<file path="config.mk">
export PLATFORM = sky130hd
export DESIGN_NAME = fetch_unit
export DESIGN_NICKNAME = d
export VERILOG_FILES = /design/src/rtl/fetch_pkg.sv /design/src/rtl/fetch_wait_timer.sv /design/src/rtl/fetch_unit.sv
export SDC_FILE = /design/constraint.sdc
export NUM_CORES = 1
export LEC_CHECK = 0
export BUFFER_PORTS_ARGS = -buffer_cell sky130_fd_sc_hd__buf_2
export CORE_AREA = 2 2 119 110
export CTS_BUF_LIST = sky130_fd_sc_hd__clkbuf_16
export CTS_CLUSTER_DIAMETER = 200
export DETAILED_ROUTE_END_ITERATION = 12
export DIE_AREA = 0 0 121 112
export PLACE_DENSITY = 0.74
export SYNTH_ARGS = -nofsm -noshare
export SYNTH_HDL_FRONTEND = slang
export SYNTH_SLANG_ARGS = --single-unit
</file>
<file path="constraint.sdc">
create_clock -name i_clk -period 2.34 [get_ports i_clk]
set_input_delay 0.117 -clock i_clk [delete_from_list [all_inputs] [get_ports i_clk]]
set_output_delay 0.117 -clock i_clk [all_outputs]
set_load 0.02 [all_outputs]
</file>
<file path="src/rtl/fetch_pkg.sv">
// Shared types and constants for the instruction-fetch stage and the controller it feeds.
package fetch_pkg;

    typedef enum logic [2:0] {
        S_RESET,
        S_REQ,
        S_WAIT,
        S_ISSUE,
        S_HALT
    } fetch_state_e;

    localparam logic [31:0] NOP_INSTR = 32'h0000_0013;

    localparam logic [1:0] FC_NONE     = 2'b00;
    localparam logic [1:0] FC_TIMEOUT  = 2'b01;
    localparam logic [1:0] FC_MISALIGN = 2'b10;

    // RV32I major opcodes, shared with the controller decode.
    localparam logic [6:0] OPC_LUI    = 7'h37;
    localparam logic [6:0] OPC_AUIPC  = 7'h17;
    localparam logic [6:0] OPC_JAL    = 7'h6F;
    localparam logic [6:0] OPC_JALR   = 7'h67;
    localparam logic [6:0] OPC_BRANCH = 7'h63;
    localparam logic [6:0] OPC_LOAD   = 7'h03;
    localparam logic [6:0] OPC_STORE  = 7'h23;
    localparam logic [6:0] OPC_OP_IMM = 7'h13;
    localparam logic [6:0] OPC_OP     = 7'h33;
    localparam logic [6:0] OPC_SYSTEM = 7'h73;

    function automatic logic is_word_aligned(input logic [1:0] lsbs);
        return lsbs == 2'b00;
    endfunction

endpackage

</file>
<file path="src/rtl/fetch_wait_timer.sv">
// Saturating up-counter with clear/enable; o_expire flags the increment that reaches LIMIT.
module fetch_wait_timer
    import fetch_pkg::*;
#(
    parameter int unsigned       WIDTH = 8,
    parameter logic [WIDTH-1:0]  LIMIT = '1
) (
    input  logic             i_clk,
    input  logic             i_reset,
    input  logic             i_clear,
    input  logic             i_en,
    output logic [WIDTH-1:0] o_count,
    output logic             o_expire
);

    logic [WIDTH-1:0] r_count;
    logic             w_at_limit;

    assign w_at_limit = (r_count == LIMIT);
    assign o_expire   = i_en && !i_clear && (r_count == LIMIT - WIDTH'(1));
    assign o_count    = r_count;

    always_ff @(posedge i_clk) begin
        if (i_reset || i_clear) begin
            r_count <= '0;
        end else if (i_en && !w_at_limit) begin
            r_count <= r_count + WIDTH'(1);
        end
    end

endmodule

</file>
<file path="src/rtl/fetch_unit.sv">
// Instruction-fetch stage: PC, imem req/valid handshake, held instruction and fault detection.
// Optional FETCH_PERF_EN adds retired-instruction and memory-wait cycle counters.
module fetch_unit
    import fetch_pkg::*;
#(
    parameter int unsigned      XLEN     = 32,
    parameter logic [XLEN-1:0]  RESET_PC = '0,
    parameter int unsigned      MAX_WAIT = 15
) (
    input  logic            i_clk,
    input  logic            i_reset,
    output logic            o_imem_req,
    output logic [XLEN-1:0] o_imem_addr,
    input  logic [31:0]     i_imem_rdata,
    input  logic            i_imem_valid,
    output logic [31:0]     o_instr,
    output logic            o_instr_valid,
    output logic [6:0]      o_opcode,
    output logic [2:0]      o_funct3,
    output logic            o_funct7,
    output logic [XLEN-1:0] o_pc,
    output logic [XLEN-1:0] o_pc_plus4,
    input  logic            i_exec_ack,
    input  logic            i_stall,
    input  logic            i_pc_src,
    input  logic [XLEN-1:0] i_pc_target,
    output logic            o_fault,
    output logic [1:0]      o_fault_cause,
    output logic [31:0]     o_instret_cnt,
    output logic [31:0]     o_wait_cycle_cnt
);

    localparam logic [7:0] WAIT_LIMIT = 8'(MAX_WAIT);

    fetch_state_e    r_state;
    logic [XLEN-1:0] r_pc;
    logic [31:0]     r_instr;
    logic            r_imem_req;
    logic            r_instr_valid;
    logic            r_fault;
    logic [1:0]      r_fault_cause;

    logic [XLEN-1:0] w_pc_plus4;
    logic            w_wait_cycle;
    logic            w_accept;
    logic            w_misalign;
    logic            w_timeout;
    logic [7:0]      w_unused_wait_count;

    assign w_pc_plus4   = r_pc + XLEN'(4);
    assign w_wait_cycle = (r_state == S_WAIT) && !i_imem_valid;
    assign w_accept     = (r_state == S_ISSUE) && i_exec_ack && !i_stall;
    assign w_misalign   = i_pc_src && !is_word_aligned(i_pc_target[1:0]);

    fetch_wait_timer #(
        .WIDTH (8),
        .LIMIT (WAIT_LIMIT)
    ) u_wait_timer (
        .i_clk    (i_clk),
        .i_reset  (i_reset),
        .i_clear  ((r_state != S_WAIT) || i_imem_valid),
        .i_en     (w_wait_cycle),
        .o_count  (w_unused_wait_count),
        .o_expire (w_timeout)
    );

    // imem_req and instr_valid are registered decodes of the state being entered.
    always_ff @(posedge i_clk) begin
        if (i_reset) begin
            r_state       <= S_RESET;
            r_pc          <= RESET_PC;
            r_instr       <= NOP_INSTR;
            r_imem_req    <= 1'b0;
            r_instr_valid <= 1'b0;
            r_fault       <= 1'b0;
            r_fault_cause <= FC_NONE;
        end else begin
            r_imem_req <= 1'b0;
            unique case (r_state)
                S_RESET: begin
                    r_state    <= S_REQ;
                    r_imem_req <= 1'b1;
                end
                S_REQ: begin
                    r_state <= S_WAIT;
                end
                S_WAIT: begin
                    if (i_imem_valid) begin
                        r_instr       <= i_imem_rdata;
                        r_instr_valid <= 1'b1;
                        r_state       <= S_ISSUE;
                    end else if (w_timeout) begin
                        r_fault       <= 1'b1;
                        r_fault_cause <= FC_TIMEOUT;
                        r_state       <= S_HALT;
                    end
                end
                S_ISSUE: begin
                    if (w_accept) begin
                        r_instr_valid <= 1'b0;
                        if (w_misalign) begin
                            r_fault       <= 1'b1;
                            r_fault_cause <= FC_MISALIGN;
                            r_state       <= S_HALT;
                        end else begin
                            r_pc       <= i_pc_src ? i_pc_target : w_pc_plus4;
                            r_imem_req <= 1'b1;
                            r_state    <= S_REQ;
                        end
                    end
                end
                S_HALT: begin
                    r_state <= S_HALT;
                end
                default: begin
                    r_state <= S_HALT;
                end
            endcase
        end
    end

    assign o_imem_req    = r_imem_req;
    assign o_imem_addr   = r_pc;
    assign o_instr       = r_instr;
    assign o_instr_valid = r_instr_valid;
    assign o_opcode      = r_instr[6:0];
    assign o_funct3      = r_instr[14:12];
    assign o_funct7      = r_instr[30];
    assign o_pc          = r_pc;
    assign o_pc_plus4    = w_pc_plus4;
    assign o_fault       = r_fault;
    assign o_fault_cause = r_fault_cause;

`ifdef FETCH_PERF_EN
    logic w_unused_instret_sat;
    logic w_unused_wait_sat;

    fetch_wait_timer #(
        .WIDTH (32),
        .LIMIT ('1)
    ) u_instret_cnt (
        .i_clk    (i_clk),
        .i_reset  (i_reset),
        .i_clear  (1'b0),
        .i_en     (w_accept),
        .o_count  (o_instret_cnt),
        .o_expire (w_unused_instret_sat)
    );

    fetch_wait_timer #(
        .WIDTH (32),
        .LIMIT ('1)
    ) u_wait_cycle_cnt (
        .i_clk    (i_clk),
        .i_reset  (i_reset),
        .i_clear  (1'b0),
        .i_en     (w_wait_cycle),
        .o_count  (o_wait_cycle_cnt),
        .o_expire (w_unused_wait_sat)
    );
`else
    assign o_instret_cnt    = '0;
    assign o_wait_cycle_cnt = '0;
`endif

endmodule

</file>
==> results of run 1 <==
[kinds of logic after synthesis]
family	Yosys count	share of synthesized area [%]
flip-flops	80	31.5
AO/OA/AOI/OAI	132	16.4
buffers and inverters	166	21.0
adder cells (fa/ha/maj)	3	0.739
other	1	0.0738
XOR/XNOR	35	6.04
multiplexers	3	0.591
AND/OR/NAND/NOR	242	23.7
[where the power goes]
group	switching, W	total [W]	leakage [nW]	internal (W)
clock network	0.000550	0.00158	0.168	0.00103
logic	0.000309	0.000443	2.23	0.000134
registers	0.0000290	0.00143	0.654	0.00140
total	0.000888	0.00345	3.06	0.00257
[metrics by stage]
stage | TNS, ns | hold slack, ns | std cells | setup WS [ns] | util [%]
detailed placement | 0 | 0.337 | 973 | 0.288 | 46.7
global route | -0.00767 | 0.0119 | 995 | -0.00489 | 50.1
finish | 0 | 0.00783 | 995 | 0.144 | 50.1
floorplan | 0 | 0.241 | 725 | 0.208 | -
CTS | 0 | 0.00285 | 992 | 0.00375 | 49.7
global placement | 0 | 0.330 | 973 | 0.343 | 46.7
[state kept, by name (all words and copies together), names as in the netlist]
register,cells
o_imem_addr,32
o_imem_req,1
o_instr_valid,1
o_instr,32
o_fault,1
r_state,3
u_wait_timer.o_count,8
o_fault_cause,2
[path summary, 6_finish.rpt]
path                                       from              end  slack [ns]  depth (start not counted)
worst min register to register          o_fault          o_fault        0.44                          2
worst max register to register  o_imem_addr[14]  o_imem_addr[29]        0.35                          6
worst max-delay path            o_imem_addr[14]   o_pc_plus4[26]        0.14                          6
worst min-delay path            i_imem_rdata[1]       o_instr[1]       0.008                          3
[layout make-up]
| class | instances | area [um2] |
|---|---|---|
| clock buffers | 9 | 225 |
| multi-input cells | 479 | 2680 |
| clock inverters | 7 | 111 |
| fillers | 1246 | 6160 |
| repair buffers | 244 | 1300 |
| well taps | 164 | 205 |
| flip-flops and latches | 80 | 1620 |
| inverters | 12 | 45.0 |
[placed cells by master (no fill, tap or decap), types with 8 or more instances in the layout]
master / Yosys / layout
buf_2: 8 / 213
nand2_1: 110 / 110
dfxtp_1: 80 / 67
conb_1: 1 / 64
a21oi_1: 53 / 53
nor2_1: 34 / 34
buf_4: 113 / 30
nand3_1: 30 / 29
o21ai_0: 20 / 20
xnor2_1: 19 / 19
xor2_1: 16 / 16
inv_1: 12 / 13
nor3_1: 14 / 13
a31oi_1: 13 / 13
dfxtp_2: 0 / 13
clkbuf_16: 0 / 9
nand4_1: 8 / 8
[layer usage]
layer / GRT usage (%) / up-vias / part of all wire (%) / routed length (um)
met5: 0 / - / 0 / 0
met4: 5.50 / 0 / 1.0 / 150
met3: 5.38 / 17 / 7.1 / 1020
met2: 32.7 / 206 / 48 / 6840
met1: 27.6 / 2273 / 44 / 6280
li1: - / 2431 / - / -
[worst max-delay path, cell delays in order (launching register included)]
cell	delay [ns]
dfxtp_2	0.45
nand3_1	0.18
nor4_4	0.38
buf_4	0.18
and3_1	0.24
xor2_1	0.15
buf_2	0.17
[what timing repair did]
| item | CTS | global route |
|---|---|---|
| hold endpoints to repair | 1 | 0 |
| setup endpoints to repair | 9 | 16 |
| buffers inserted | 2 | 3 |
| hold buffers | 1 | 0 |
| pin swaps | 1 | 2 |
| gates resized for setup | 3 | 17 |
==> reports/qor.yml, run 1 <==
global_route:
  grt_max_degree: 43
  antenna_found_initial: 0
  grt_overflow: 0
  grt_pass1_wl_um: 22500
  track_usage_pct: 20.6
  first_global_vias: 4383
floorplan:
  die-area_um2: 13600
  ios: 278
  die_h_um: 112
  die_x_um: 121
  start_util_pct: 41.1
  rows: 39
  core_um2: 12300
clock_tree:
  clockBufferDepth: 2
  ctsRootBufferMaster: "clkbuf_16"
  cts_max_level: 3
  clock-sinks: 80
  worstSkewPairLatency_ns: 0.33
  tritoncts: "done"
  numCtsBuffers: 9
  clk_pin_slew_ns: 0.06
route:
  antenna_left: 0
  drt_iter0_markers: 386
  routed-via-count: 4927
  wl_per_cell_um: 14.4
  drc: 0
  drt-vias-per-instance: 4.95
  wl_um: 14300
  drt_pass1_iterations: 5
timing:
  worstMarginPinSlew_ns: 0.636
  post-route-period-util_pct: 93.8
  final-setup-viol-count: 0
  fin_skew_ns: 0.00772
  period_needed_ns: 2.20
  final-max-slew-violation-count: 0
  max_freq_mhz: 455
  finalHoldViolations: 0
  slew-limit-headroom_pct: 57.6
worst_hold_path:
  hp-class: "primary input to register"
synthesis:
  ys_top_cells_by_area: "dfxtp_1 (32%), buf_4 (17%), nand2_1 (8.1%)"
  ys_types: 59
  synth_top_area_share_pct: 31.5
  synth_top_cell_by_area: "dfxtp_1"
  synth_edf_count: 0
  ys_top_cells_by_count: "buf_4 (113), nand2_1 (110), dfxtp_1 (80)"
  yosysSeqAreaShare_pct: 31.5
  synth_area_per_cell_um2: 7.67
  ys_ff_latch: 80
  synth_area_um2: 5080
  yosys_most_used_dff: "dfxtp_1"
  yosysMostFrequentCell: "buf_4"
  yosys_warnings: 0
  synth_cells: 662
  async_flop_share_pct: 0
layout:
  drive_gt1_share_pct: 34.7
  nets: 899
  antenna_cells: 0
  area.growth.synth_to_final_pct: 21.7
  postLayoutCellArea_um2: 6180
setup_path:
  start_kind: "register"
  path_class: "register to primary output"
  path_max_fanout: 10
  critPathCaptureType: "primary output"
  cp.arrival_ns: 2.08
  required_ns: 2.22
place:
  port_buffers: 213
  gp_congestion: 0.869
  dpl_cell_area_um2: 5760
  dpl.hpwl_um: 10700
outcome:
  status: "finished, final reports clean"
power_and_ir_drop:
  p_leak_nw: 3.06
  vdd_drop_max_uv: 392
  power_w: 0.00345
  powerDensity_nw_per_um2: 559
run:
  max_cap_violations: 0
Note: power is estimated with default switching activity, not from simulation.
==> run 2, diff against run 1 <==
CELL_PAD_IN_SITES_DETAIL_PLACEMENT = 2   (was not set)
CELL_PAD_IN_SITES_GLOBAL_PLACEMENT = 2   (was not set)
CORE_AREA = 2 2 160 146   (was 2 2 119 110)
DIE_AREA = 0 0 162 148   (was 0 0 121 112)
PLACE_DENSITY = 0.78   (was 0.74)
==> reports/qor.yml, run 2 (synthesis results as in run 1) <==
timing:
  rsz0062_at_grt: "no"
  final-setup-viol-count: 0  # unchanged
  holdWs_ns: 0.0145  # was 0.00783 ns
  worstMarginPinSlew_ns: 0.517  # was 0.636 ns
  max_freq_mhz: 452  # was 455 MHz
  final-max-slew-violation-count: 0  # unchanged
  setup_tns_ns: 0  # unchanged
  slew-limit-headroom_pct: 65.5  # was 57.6%
  finalHoldViolations: 0  # unchanged
  fin_skew_ns: 0.00795  # was 0.00772 ns
  post-route-period-util_pct: 94.4  # was 93.8%
  period_needed_ns: 2.21  # was 2.20 ns
outcome:
  status: "finished, final reports clean"  # unchanged
clock_tree:
  clock-sinks: 80  # unchanged
  clk_pin_slew_ns: 0.06  # about the same
  ctsRootBufferMaster: "clkbuf_16"  # unchanged
  clockBufferDepth: 2  # unchanged
  worstSkewPairLatency_ns: 0.34  # was 0.33 ns
  numCtsBuffers: 9  # unchanged
  tritoncts: "done"  # unchanged
  cts_max_level: 3  # unchanged
global_route:
  grt_max_degree: 61  # was 43
  first_global_vias: 5424  # was 4383
  grt_overflow: 0  # unchanged
  antenna_found_initial: 2  # was 0
  track_usage_pct: 15.8  # was 20.6%
  grt_pass1_wl_um: 29800  # was 22500 um
setup_path:
  r2r-end: "o_imem_addr[19]"  # was o_imem_addr[29]
  worstPathCellList: "nand4_2 > or4_4 > nor3_2 > xnor2_1 > buf_2"  # was nand3_1 > nor4_4 > buf_4 > and3_1 > xor2_1 > buf_2
  critPathLaunch: "o_imem_addr[17]"  # was o_imem_addr[14]
  rrSetupSlack_ns: 0.33  # was 0.35 ns
  worstRegToRegCells: 7  # was 6
  worst_path_max_delay_cell: "or4_4"  # was dfxtp_2
  r2r-start: "o_imem_addr[6]"  # was o_imem_addr[14]
  required_ns: 2.22  # about the same
  timing.critical_path.to: "o_pc_plus4[24]"  # was o_pc_plus4[26]
  path_class: "register to primary output"  # unchanged
  critPathCaptureType: "primary output"  # unchanged
  critical_path.max_stage_delay_ns: 0.62  # was 0.45 ns
  start_kind: "register"  # unchanged
  cp.arrival_ns: 2.09  # was 2.08 ns
  path_max_fanout: 7  # was 10
floorplan:
  die_x_um: 162  # was 121 um
  rows: 52  # was 39
  core_um2: 22300  # was 12300 um2
  die_h_um: 148  # was 112 um
  start_util_pct: 22.8  # was 41.1%
  ios: 278  # unchanged
  die-area_um2: 24000  # was 13600 um2
layout:
  area.growth.synth_to_final_pct: 28.6  # was 21.7%
  drive_gt1_share_pct: 34.4  # was 34.7%
  final_common_cell: "buf_2"  # unchanged
  nets: 917  # was 899
  final_cells: 1145  # was 995
  antenna_cells: 0  # unchanged
  most-common-layout-cells: "buf_2 (213), nand2_1 (110), dfxtp_1 (72)"  # was buf_2 (213), nand2_1 (110), dfxtp_1 (67)
  num-fill-cells: 2737  # was 1246
place:
  dpl.hpwl_um: 14300  # was 10700 um
  dp.cells: 1113  # was 973
  gp_congestion: 0.778  # was 0.869
  port_buffers: 213  # unchanged
route:
  antenna_left: 0  # unchanged
  drt_iter0_markers: 142  # was 386
  routed-via-count: 5192  # was 4927
  wl_per_cell_um: 16.7  # was 14.4 um
  wl_um: 19100  # was 14300 um
  drt_pass1_iterations: 4  # was 5
  drt-vias-per-instance: 4.53  # was 4.95
  drc: 0  # unchanged
power_and_ir_drop:
  powerDensity_nw_per_um2: 525  # was 559 nW/um2
  p_leak_nw: 3.11  # was 3.06 nW
  power_w: 0.00343  # was 0.00345 W
  vdd_drop_max_uv: 277  # was 392 uV
worst_hold_path:
  hp-class: "primary input to register"  # unchanged
run:
  max_cap_violations: 0  # unchanged
## run 2: what timing repair did
action / 4_1_cts / 5_1_grt
setup endpoints to repair: 11 / 13
resized for setup: 5 / 15
hold buffers: 13 / 0
hold endpoints to repair: 13 / 0
pin swaps: 2 / 0
buffers inserted: 4 / 0
## run 2: worst max-delay path: cells and delay by family (launching register included)
kind	cells	cell delay, ns
AND/OR/NAND/NOR	3	0.98
XOR/XNOR	1	0.17
flip-flops	1	0.40
buffers and inverters	1	0.20
## run 2: layer usage
metal	part of all wire [%]	vias up	GRT usage [%]	routed length [um]
li1	-	2469	-	-
met4	0.89	4	2.61	171
met3	5.8	15	3.82	1110
met5	0.13	-	0	25
met2	48	179	27.5	9250
met1	45	2525	20.0	8590
## run 2: layout make-up
type | count | area [um2] | share of cell area, %
Inverter | 12 | 45.0 | 0.690
Clock buffer | 9 | 225 | 3.45
Timing Repair Buffer | 262 | 1510 | 23.1
Clock inverter | 6 | 85.1 | 1.30
Multi-Input combinational cell | 479 | 2690 | 41.1
Sequential cell | 80 | 1610 | 24.7
Tap cell | 297 | 372 | 5.69
## run 2: where the power goes
part | switching (W) | internal, W | leakage [nW]
sequential | 0.0000294 | 0.00140 | 0.651
combinational | 0.000333 | 0.000152 | 2.31
clock | 0.000591 | 0.000925 | 0.149
## run 2: how the worst min path moves through the flow
stage	end	cells past startpoint	start	slack (ns)
2_1_floorplan	o_instr[0]	2	i_imem_rdata[0]	0.24
4_1_cts	o_instr[13]	3	i_imem_rdata[13]	0.0003
6_report	o_instr[21]	3	i_imem_rdata[21]	0.01
3_3_place_gp	o_instr[0]	3	i_imem_rdata[0]	0.33
5_1_grt	o_instr[14]	3	i_imem_rdata[14]	0.008
3_5_place_dp	o_instr[1]	3	i_imem_rdata[1]	0.34
## run 2: through the flow
| step | cell area, um2 | util (%) | worst slack, ns |
|---|---|---|---|
| 6_report | 6530 | 29.4 | 0.130 |
| 5_1_grt | 6530 | 29.4 | 0.00482 |
| 4_1_cts | 6500 | 29.2 | 0.000123 |
| 3_5_place_dp | 6020 | 27.1 | 0.177 |
| 3_3_place_gp | 6020 | 27.1 | 0.321 |
| 2_1_floorplan | 5320 | - | 0.208 |
==> run 3, diff against run 2 <==
CORE_AREA = 2 2 160 147   (was 2 2 160 146)
DIE_AREA = 0 0 162 149   (was 0 0 162 148)
SYNTH_HIERARCHICAL = 1   (was not set)
==> reports/qor.yml, run 3 <==
synthesis:
  synth_top_cell_by_area: "dfxtp_1"  # unchanged
  synth_cells: 670  # was 662
  ys_top_cells_by_count: "buf_4 (111), nand2_1 (111), dfxtp_1 (80)"  # was buf_4 (113), nand2_1 (110), dfxtp_1 (80)
  ys_top_cells_by_area: "dfxtp_1 (31%), buf_4 (16%), nand2_1 (8.2%)"  # was dfxtp_1 (32%), buf_4 (17%), nand2_1 (8.1%)
  ys_ff_latch: 80  # unchanged
  ys_types: 59  # unchanged
  synth_area_per_cell_um2: 7.61  # was 7.67 um2
  yosys_most_used_dff: "dfxtp_1"  # unchanged
  async_flop_share_pct: 0  # unchanged
  synth_top_area_share_pct: 31.4  # was 31.5%
  yosys_warnings: 6  # was 0
  synth_area_um2: 5100  # was 5080 um2
  synth_edf_count: 0  # unchanged
  yosysSeqAreaShare_pct: 31.4  # was 31.5%
layout:
  area.growth.synth_to_final_pct: 31.1  # was 28.6%
  antenna_cells: 0  # unchanged
  seqCellArea_um2: 1620  # was 1610 um2
  drive_gt1_share_pct: 35.9  # was 34.4%
  final_util_pct: 29.5  # was 29.4%
  most-common-layout-cells: "buf_2 (211), nand2_1 (110), dfxtp_1 (73)"  # was buf_2 (213), nand2_1 (110), dfxtp_1 (72)
  nets: 943  # was 917
  multi_input_area_um2: 2750  # was 2690 um2
  num-fill-cells: 2767  # was 2737
  final_common_cell: "buf_2"  # unchanged
timing:
  final-max-slew-violation-count: 0  # unchanged
  period_needed_ns: 2.26  # was 2.21 ns
  final-setup-viol-count: 0  # unchanged
  fin_skew_ns: 0.00726  # was 0.00795 ns
  holdWs_ns: 0.0144  # was 0.0145 ns
  post-route-period-util_pct: 96.5  # was 94.4%
  max_freq_mhz: 443  # was 452 MHz
  finalHoldViolations: 0  # unchanged
  worstMarginPinSlew_ns: 0.601  # was 0.517 ns
  slew-limit-headroom_pct: 59.6  # was 65.5%
floorplan:
  die_h_um: 149  # was 148 um
  rows: 53  # was 52
  die-area_um2: 24100  # was 24000 um2
  die_x_um: 162  # unchanged
  start_util_pct: 22.5  # was 22.8%
  ios: 278  # unchanged
  core_um2: 22700  # was 22300 um2
place:
  port_buffers: 213  # unchanged
  dpl.hpwl_um: 14500  # was 14300 um
  gp_congestion: 0.785  # was 0.778
setup_path:
  path_max_fanout: 3  # was 7
  rrSetupSlack_ns: 0.23  # was 0.33 ns
  worst_path_max_delay_cell: "dfxtp_1"  # was or4_4
  critPathBufInv: 2  # was 1
  cp.depth: 7  # was 5
  critPathCaptureType: "primary output"  # unchanged
  critPathLaunch: "o_imem_addr[21]"  # was o_imem_addr[17]
  required_ns: 2.22  # about the same
  r2r-start: "r_state[2]"  # was o_imem_addr[6]
  critical_path.max_stage_delay_ns: 0.34  # was 0.62 ns
  cp.arrival_ns: 2.14  # was 2.09 ns
  worstPathCellList: "nand4_1 > nor4_2 > buf_4 > and4_1 > nand2_1 > xnor2_1 > buf_2"  # was nand4_2 > or4_4 > nor3_2 > xnor2_1 > buf_2
  worstRegToRegCells: 10  # was 7
  path_delay_family: "simple AND/OR/NAND/NOR gates"  # unchanged
  timing.critical_path.to: "o_pc_plus4[31]"  # was o_pc_plus4[24]
  start_kind: "register"  # unchanged
  path_class: "register to primary output"  # unchanged
  r2r-end: "r_state[2]"  # was o_imem_addr[19]
clock_tree:
  clock-sinks: 80  # unchanged
  ctsRootBufferMaster: "clkbuf_16"  # unchanged
  cts_max_level: 3  # unchanged
  worstSkewPairLatency_ns: 0.35  # was 0.34 ns
  clockBufferDepth: 2  # unchanged
  clk_pin_slew_ns: 0.07  # was 0.06 ns
  numCtsBuffers: 9  # unchanged
  tritoncts: "done"  # unchanged
run:
  max_cap_violations: 0  # unchanged
power_and_ir_drop:
  power_w: 0.00329  # was 0.00343 W
  p_leak_nw: 3.13  # was 3.11 nW
  vdd_drop_max_uv: 275  # was 277 uV
  powerDensity_nw_per_um2: 493  # was 525 nW/um2
route:
  antenna_left: 0  # unchanged
  routed-via-count: 5297  # was 5192
  wl_um: 19400  # was 19100 um
  drt_pass1_iterations: 4  # unchanged
  drc: 0  # unchanged
  wl_per_cell_um: 16.5  # was 16.7 um
  drt-vias-per-instance: 4.50  # was 4.53
  drt_iter0_markers: 192  # was 142
worst_hold_path:
  hp-class: "primary input to register"  # unchanged
global_route:
  grt_overflow: 0  # unchanged
  first_global_vias: 5416  # was 5424
  track_usage_pct: 15.3  # was 15.8%
  antenna_found_initial: 0  # was 2
  grt_max_degree: 54  # was 61
  grt_pass1_wl_um: 29500  # was 29800 um
outcome:
  status: "finished, final reports clean"  # unchanged
run 3: cell count changes after synthesis, moves of 4 or more:
cell      change
inv_1         -5
xor2_1        -6
a22oi_1       +4
nor4_1        +4
a22o_1        +4
and3_1        +4
or2_2         +4
a21oi_1       +5
clkbuf_1      +6
or3_1         +4
o21ai_0       +6
nand3_1      -12
run 3: area by class of cell:
| class | count | area share [%] |
|---|---|---|
| multi-input cells | 492 | 41.1 |
| repair buffers | 280 | 24.4 |
| flip-flops and latches | 80 | 24.2 |
| well taps | 302 | 5.65 |
| clock buffers | 9 | 3.37 |
| clock inverters | 7 | 0.917 |
| inverters | 7 | 0.393 |
run 3: worst register-to-register path, delay by kind of cell (launching register included):
family / cells / cell delay [ns]
AND/OR/NAND/NOR: 8 / 1.41
flip-flops: 1 / 0.34
AO/OA/AOI/OAI: 1 / 0.18
buffers and inverters: 1 / 0.11
run 3: logic make-up (layout without fill, tap and decap cells):
family | Yosys count | count (layout) | share of synthesized area, %
buf+inv | 161 | 303 | 20.4
compound gates | 141 | 141 | 17.0
mux | 4 | 4 | 0.786
simple gates | 251 | 251 | 24.6
fa+ha+maj | 3 | 3 | 0.736
xor+xnor | 29 | 29 | 4.98
other cells | 1 | 64 | 0.0736
flops | 80 | 80 | 31.4
run 3: how the worst min path moves through the flow:
| stage | start | endpoint | slack (ns) | cells past startpoint |
|---|---|---|---|---|
| 6_report | i_imem_rdata[28] | o_instr[28] | 0.01 | 3 |
| 5_1_grt | i_imem_rdata[25] | o_instr[25] | 0.01 | 3 |
| 4_1_cts | i_imem_rdata[2] | o_instr[2] | 0.0009 | 3 |
| 3_5_place_dp | i_imem_rdata[1] | o_instr[1] | 0.34 | 3 |
| 3_3_place_gp | i_imem_rdata[1] | o_instr[1] | 0.33 | 3 |
| 2_1_floorplan | i_imem_rdata[0] | o_instr[0] | 0.24 | 2 |
run 3: repair_timing:
item                                    4_1_cts  5_1_grt
hold buffers                                 14        0
setup buffers                                 4        2
endpoints found under the hold margin        14        0
endpoints found under the setup margin       12       16
gates resized for setup                       3       19
pin swaps                                     1        5
run 3: metrics by stage:
step                setup TNS (ns)  setup WS [ns]  std cells  area, um2
floorplan                        0         0.0489        733       5330
global placement                 0          0.226       1141       6150
detailed placement               0          0.153       1141       6150
CTS                       -0.00343       -0.00343       1175       6620
global route               -0.0106       -0.00704       1177       6690
finish                           0         0.0827       1177       6690
run 3: report_power, final:
group	switching [W]	internal, W	leakage [nW]
combinational	0.000326	0.000150	2.34
clock	0.000666	0.000741	0.135
sequential	0.0000204	0.00139	0.651
run 3: layer usage:
layer,wire length (um),up-vias,global-route usage (%)
met3,993,11,2.67
met4,170,0,3.36
met1,8500,2592,19.1
met5,0,-,0
met2,9710,160,27.6
li1,-,2534,-
